--- src/rtl/piso_serializer_if.sv ---
// rtl/piso_serializer_if.sv - parallel input handshake and serial output bundle for piso_serializer
interface piso_serializer_if #(
    parameter int WIDTH = 4
);
    logic [WIDTH-1:0] pin;
    logic             pin_valid;
    logic             pin_ready;
    logic             en;
    logic             sout;
    logic             sout_valid;
    logic             sof;
    logic             eof;
    logic             busy;

    modport master (
        output pin, pin_valid, en,
        input  pin_ready, sout, sout_valid, sof, eof, busy
    );

    modport slave (
        input  pin, pin_valid, en,
        output pin_ready, sout, sout_valid, sof, eof, busy
    );
endinterface

--- src/rtl/piso_serializer.sv ---
// rtl/piso_serializer.sv - 4-bit parallel-in/serial-out shifter with one-word holding buffer
module piso_serializer #(
    parameter int WIDTH     = 4,
    parameter int MSB_FIRST = 1
) (
    input  logic              clk,
    input  logic              rst,
    piso_serializer_if.slave  bus
);
    localparam int             CW       = $clog2(WIDTH);
    localparam logic [CW-1:0]  CNT_LAST = CW'(WIDTH - 1);

    typedef enum logic {IDLE, SHIFT} state_t;

    state_t           state_q, state_d;
    logic [WIDTH-1:0] sreg_q, sreg_d;
    logic [WIDTH-1:0] hold_q, hold_d;
    logic [CW-1:0]    cnt_q, cnt_d;
    logic             hold_full_q, hold_full_d;
    logic [WIDTH-1:0] sreg_shifted;
    logic             out_bit;
    logic             xfer;

    assign xfer = bus.pin_valid && !hold_full_q;

    // Zero fill from the end opposite the output bit.
    assign sreg_shifted = (MSB_FIRST != 0) ? {sreg_q[WIDTH-2:0], 1'b0}
                                           : {1'b0, sreg_q[WIDTH-1:1]};
    assign out_bit      = (MSB_FIRST != 0) ? sreg_q[WIDTH-1] : sreg_q[0];

    always_ff @(posedge clk or posedge rst) begin
        if (rst) begin
            state_q     <= IDLE;
            sreg_q      <= '0;
            cnt_q       <= '0;
            hold_q      <= '0;
            hold_full_q <= 1'b0;
        end else begin
            state_q     <= state_d;
            sreg_q      <= sreg_d;
            cnt_q       <= cnt_d;
            hold_q      <= hold_d;
            hold_full_q <= hold_full_d;
        end
    end

    always_comb begin
        state_d     = state_q;
        sreg_d      = sreg_q;
        cnt_d       = cnt_q;
        hold_d      = hold_q;
        hold_full_d = hold_full_q;
        case (state_q)
            IDLE: begin
                if (xfer) begin
                    sreg_d  = bus.pin;
                    cnt_d   = '0;
                    state_d = SHIFT;
                end
            end
            SHIFT: begin
                if (bus.en && (cnt_q == CNT_LAST)) begin
                    // Last bit leaves: reload from hold, bypass a fresh word, or go idle.
                    if (hold_full_q) begin
                        sreg_d      = hold_q;
                        cnt_d       = '0;
                        hold_full_d = 1'b0;
                    end else if (xfer) begin
                        sreg_d = bus.pin;
                        cnt_d  = '0;
                    end else begin
                        state_d = IDLE;
                    end
                end else begin
                    if (bus.en) begin
                        sreg_d = sreg_shifted;
                        cnt_d  = cnt_q + 1'b1;
                    end
                    if (xfer) begin
                        hold_d      = bus.pin;
                        hold_full_d = 1'b1;
                    end
                end
            end
            default: state_d = IDLE;
        endcase
    end

    assign bus.pin_ready  = !hold_full_q;
    assign bus.sout_valid = (state_q == SHIFT);
    assign bus.sout       = bus.sout_valid && out_bit;
    assign bus.sof        = bus.sout_valid && (cnt_q == '0);
    assign bus.eof        = bus.sout_valid && (cnt_q == CNT_LAST);
    assign bus.busy       = (state_q == SHIFT) || hold_full_q;
endmodule

--- src/flat_wrapper.sv ---
// flat-port wrapper written by rule: the top's interface ports become plain ports
module piso_serializer_flat 
#(
    parameter int WIDTH     = 4,
    parameter int MSB_FIRST = 1
)
  (clk, rst, bus_pin, bus_pin_valid, bus_en, bus_pin_ready, bus_sout, bus_sout_valid, bus_sof, bus_eof, bus_busy);
  piso_serializer_if #(.WIDTH(WIDTH)) bus_i ();
  input  logic clk;
  input  logic rst;
  input wire logic [$bits(bus_i.pin)-1:0] bus_pin;
  input wire logic [$bits(bus_i.pin_valid)-1:0] bus_pin_valid;
  input wire logic [$bits(bus_i.en)-1:0] bus_en;
  output wire logic [$bits(bus_i.pin_ready)-1:0] bus_pin_ready;
  output wire logic [$bits(bus_i.sout)-1:0] bus_sout;
  output wire logic [$bits(bus_i.sout_valid)-1:0] bus_sout_valid;
  output wire logic [$bits(bus_i.sof)-1:0] bus_sof;
  output wire logic [$bits(bus_i.eof)-1:0] bus_eof;
  output wire logic [$bits(bus_i.busy)-1:0] bus_busy;
  assign bus_i.pin = bus_pin;
  assign bus_i.pin_valid = bus_pin_valid;
  assign bus_i.en = bus_en;
  assign bus_pin_ready = bus_i.pin_ready;
  assign bus_sout = bus_i.sout;
  assign bus_sout_valid = bus_i.sout_valid;
  assign bus_sof = bus_i.sof;
  assign bus_eof = bus_i.eof;
  assign bus_busy = bus_i.busy;
  piso_serializer #(.WIDTH(WIDTH), .MSB_FIRST(MSB_FIRST)) u_core (.clk(clk), .rst(rst), .bus(bus_i));
endmodule
--- config.mk ---
export PLATFORM = sky130hd
export DESIGN_NAME = piso_serializer_flat
export DESIGN_NICKNAME = d
export VERILOG_FILES = /design/src/rtl/piso_serializer_if.sv /design/src/rtl/piso_serializer.sv /design/src/flat_wrapper.sv
export SDC_FILE = /design/constraint.sdc
export NUM_CORES = 1
export LEC_CHECK = 0
export CAP_MARGIN = 10
export CORE_MARGIN = 4
export CORE_UTILIZATION = 40
export CTS_CLUSTER_SIZE = 8
export DETAILED_ROUTE_END_ITERATION = 6
export PLACE_DENSITY = 0.72
export RECOVER_POWER = 25
export SLEW_MARGIN = 20
export SYNTH_ARGS = -nofsm -noshare
export SYNTH_HDL_FRONTEND = slang
export SYNTH_SLANG_ARGS = --single-unit
export TNS_END_PERCENT = 1
--- constraint.sdc ---
create_clock -name clk -period 1.9 [get_ports clk]
set_clock_uncertainty 0.1 [all_clocks]
set_input_delay 0.285 -clock clk [delete_from_list [all_inputs] [get_ports clk]]
set_output_delay 0.285 -clock clk [all_outputs]
set_load 0.03 [all_outputs]
# After elaboration in Yosys (flattened, before gate mapping)
# Index checks and enable logic that the tools add are counted.
[totals]
reg_bits = 12
elab_cells = 37
out_inout_bits = 6
[classes]
add_sub_neg = 1
n_eq_ne = 2
n_reduce_logical = 11
bitwise = 2
muxes = 16
[ops]
columns = ["op", "n"]
rows = [
  ["2-to-1 mux 4 bit", 4],
  ["2-to-1 mux 2 bit", 4],
  ["one-hot mux 4 bit (2 select lines)", 1],
  ["logical AND 1 bit", 5],
  ["2-to-1 mux 1 bit", 5],
  ["one-hot mux 2 bit (2 select lines)", 1],
  ["inequality test 3 bit, second input constant", 1],
  ["AND reduction 3 bit", 1],
  ["adder 2 x 1 -> 2 bit, second input constant", 1],
  ["equality test 2 bit, second input constant", 1],
  ["logical NOT 2 bit", 1],
  ["NOT 1 bit", 2],
  ["one-hot mux 1 bit (2 select lines)", 1],
  ["AND reduction 2 bit", 1],
  ["nonzero test 2 bit", 1],
  ["logical NOT 1 bit", 1],
  ["logical OR 1 bit", 1],
]

# Longest topological paths before layout
[logic_depth]
depth_word = 6
ltp_mapped = 5
depth_no_buf = 5

# Least setup slack after synthesis
# OpenSTA, ideal clock, no wires.
[synth_timing]
kind = "reg-to-reg"
startpoint = "register u_core.cnt_q[0]"
endpoint = "register u_core.hold_q[0]"
n_path_buf = 0
t_arrival_ps = 1302
setup_slack_ps = 374
stages_incl_launch_ff = 5
cell_sequence = "dfrtp_1 ha_1 nand2_1 nor3b_4 mux2_2"
[synth_via]
elab_chain_cells = 4
[synth_rtl]
columns = ["element", "line_no", "source"]
rows = [
  ["start: declaration", "piso_serializer.sv:18", "logic [CW-1:0] cnt_q, cnt_d;"],
  ["start signal: assignment", "piso_serializer.sv:41", "cnt_q <= cnt_d;"],
  ["equality test 2 bit", "piso_serializer.sv:62", "if (bus.en && (cnt_q == CNT_LAST)) begin"],
  ["logical AND 1 bit", "piso_serializer.sv:62", ""],
  ["NOT 1 bit (no source line)", "n/a", ""],
  ["AND reduction 3 bit (no source line)", "n/a", ""],
  ["end signal: assignment", "piso_serializer.sv:42", "hold_q <= hold_d;"],
  ["end: declaration", "piso_serializer.sv:17", "logic [WIDTH-1:0] hold_q, hold_d;"],
]
# Every way passes these cells.
# A chain may end at the register's enable or synchronous reset.

# Worst setup path in the final report
[layout_timing]
startpoint = "register u_core.hold_full_q"
endpoint = "output bus_pin_ready"
[layout_via]
elab_chain_cells = 1
[layout_rtl]
columns = ["element", "line_no", "source"]
rows = [
  ["start: declaration", "piso_serializer.sv:19", "logic hold_full_q, hold_full_d;"],
  ["start signal: assignment", "piso_serializer.sv:43", "hold_full_q <= hold_full_d;"],
  ["logical NOT 1 bit", "piso_serializer.sv:89", "assign bus.pin_ready = !hold_full_q;"],
  ["end: declaration", "flat_wrapper.sv:14", "output wire logic [$bits(bus_i.pin_ready)-1:0] bus_pin_ready;"],
]
# Every way passes these cells.

==> metrics.cfg <==
[status]
status = finished clean

[placed_design]
gp_congestion = 0.794
dp_hpwl_um = 1150
place_area_sq_um = 880
dp_cells = 106
port-buffer-count = 13

[layout]
seqCellArea_sq_um = 300
design_area_sq_um = 902
nFillCells = 150
multiInputGateArea_sq_um = 373
area_delta_synth_final_pct = 27.8
drive_above_1_share_pct = 21.2
finalNetCount = 97
diodes = 0
final_cells = 109
final_util_pct = 56.6

[sta]
worstMarginPinSlew_ns = 0.457
whs_ns = 0.348
setup_violations = 0
fmax_mhz = 541
setup_total_negative_slack_ns = 0
rsz0062_at_grt = false
slew_violations = 0
timing_hold_violations_final = 0
slew_headroom_pct = 69.5
fin_crit_ns = 1.85
fin_crit_sh_pct = 97.3

[worst_setup_path]
crit_fanout = 4
ff2ff_setup_slack_ns = 0.26
cp-end-kind = output pin
crit-reg2reg-capture = u_core.sreg_q[1]
timing.rr.start = u_core.hold_full_q
worstPathCellList = inv_1 > clkdlybuf4s50_1
slowest_delay_ns = 0.68
crit_arrival_ns = 1.46
required_ns = 1.51
cp-start-kind = flip-flop
r2r_cells = 4
cp_slowest_cell = clkdlybuf4s50_1
crit_type = flip-flop to output pin
critPathBufInv = 2
critical_path.top_delay_family = buffers and inverters

[detailed_routing]
dr_total_vias = 552
drc = 0
dr.pass1.iters = 4
ant_nets = 0
drt_iter0_markers = 10
drt-total-wl_um = 1490
post_drt_via_cell_ratio = 5.06
wl_per_cell_um = 13.7

[die]
die_h_um = 50
die_area_sq_mm = 0.00250
floorplan.rows = 14
io_pins = 14
die_w_um = 50
start_util_pct = 44.3
coreArea_sq_mm = 0.00159

[pwr]
leakage_nw = 0.397
ir_drop_mv = 0.786
powerDensity_mw_per_mm2 = 1400

[yosys]
synth_area_sq_um = 706
syn-num-nets = 78
ys_warn_count = 0
synth_top_area_cell = dfrtp_1
netlist_top_cells_count = 12 x dfrtp_1, 5 x inv_1, 5 x nand2_1, 5 x nor2_1, 5 x o21ai_0
synth_most_common_cell = dfrtp_1
synth_cell_types = 28
yosysSeqAreaShare_pct = 42.6
synth_edf_count = 0
synth-seq-cells = 12
synthTopCellsByArea = dfrtp_1 43%, mux2_2 6.4%, o221a_2 4.8%
avgSynthCellArea_sq_um = 10.4
dominantRegCellSynth = dfrtp_1
synth_top_area_share_pct = 42.6
async_reset_ff_share_pct = 100
postSynthCellCount = 68

[global_route]
overflow = 0
grt_pass1_wl_um = 2430
grt_max_degree = 13
grt_antenna_before_repair = 0
track_usage_pct = 12.8
grt_pass1_vias = 542

[cts]
cts-resized-gates = 2
cts_inserted_buffers = 3
cts_hold_buf = 0
post-cts-setup-buffers = 0
cts_root_buf = clkbuf_4
cts_tree = built
clock-sinks = 12
cts_buffer_depth = 2
clk_pin_slew_ns = 0.08
clk_latency_ns = 0.27
cts_htree_levels = 1

[run]
max_cap_viol_count = 0

[hold_path]
min_path_type = input port to asynchronous set/reset pin

kinds of logic (layout without fill, tap and decap cells):
logic type / after synthesis / after routing / share of synthesized area, %
and+or+nand+nor: 26 / 26 / 23.4
AOI/OAI and AO/OA: 16 / 16 / 19.5
DFF: 12 / 12 / 42.6
buffers and inverters: 8 / 25 / 4.61
muxes: 4 / 4 / 6.38
adders and majority gates: 2 / 2 / 3.55
metrics by stage:
step	worst slack [ns]	total power, mW
finish	0.0522	1.26
global route	0.00235	1.34
CTS	0.00509	1.27
detailed placement	-0.00266	1.13
global placement	0.0514	1.11
floorplan	0.374	0.906
flip-flops by register name, summed over array words and instances, names as in the netlist:
register               cells
u_core.sreg_q              4
u_core.bus.sout_valid      1
u_core.cnt_q               2
u_core.hold_full_q         1
u_core.hold_q              4
power by group:
group / leakage, nW / internal [mW] / switching (mW)
Clock: 0.0138 / 0.0733 / 0.0812
Sequential: 0.140 / 0.365 / 0.0706
Combinational: 0.244 / 0.320 / 0.349
cells in the final DEF (no fill, tap or decap), types with 3 or more instances in the layout:
| cell | count |
|---|---|
| buf_4 | 5 |
| and2_1 | 4 |
| mux2_2 | 4 |
| nand2_1 | 5 |
| nor2_1 | 5 |
| o221a_2 | 3 |
| clkbuf_4 | 3 |
| and3b_1 | 3 |
| clkdlybuf4s50_1 | 8 |
| dfrtp_1 | 12 |
| inv_1 | 5 |
| nor2b_1 | 3 |
| o21ai_0 | 5 |
how the worst max path moves through the flow:
stage | startpoint | endpoint | slack [ns] | cells past startpoint
5_1_grt | u_core.hold_full_q | bus_pin_ready | 0.002 | 2
3_3_place_gp | bus_pin_valid | u_core.hold_q[2] | 0.05 | 4
2_1_floorplan | u_core.cnt_q[0] | u_core.hold_q[0] | 0.37 | 4
3_5_place_dp | bus_pin_valid | u_core.hold_q[1] | -0.003 | 4
6_report | u_core.hold_full_q | bus_pin_ready | 0.05 | 2
4_1_cts | u_core.bus.sout_valid | bus_sout | 0.005 | 2
worst register-to-register path, delay by kind of cell, from the launching register on:
kind | cells | cell delay (ns)
buffers and inverters | 1 | 0.18
flip-flops | 1 | 0.41
AND/OR/NAND/NOR | 1 | 0.24
AO/OA/AOI/OAI | 2 | 0.65
per-layer routing:
| metal | up-vias | GRT usage (%) | wire, um |
|---|---|---|---|
| met3 | 4 | 2.11 | 71 |
| met1 | 258 | 14.9 | 651 |
| met4 | 0 | 5.53 | 20 |
| met2 | 14 | 22.6 | 745 |
| li1 | 276 | - | - |
| met5 | - | 0 | 0 |
final cells by class:
class,count,share of cell area [%]
Multi-Input combinational cell,48,41.3
Sequential cell,12,33.3
Timing Repair Buffer,17,17.5
Tap cell,24,3.33
Clock buffer,3,2.50
Inverter,5,2.08
Power figures use the tool's default switching activity.
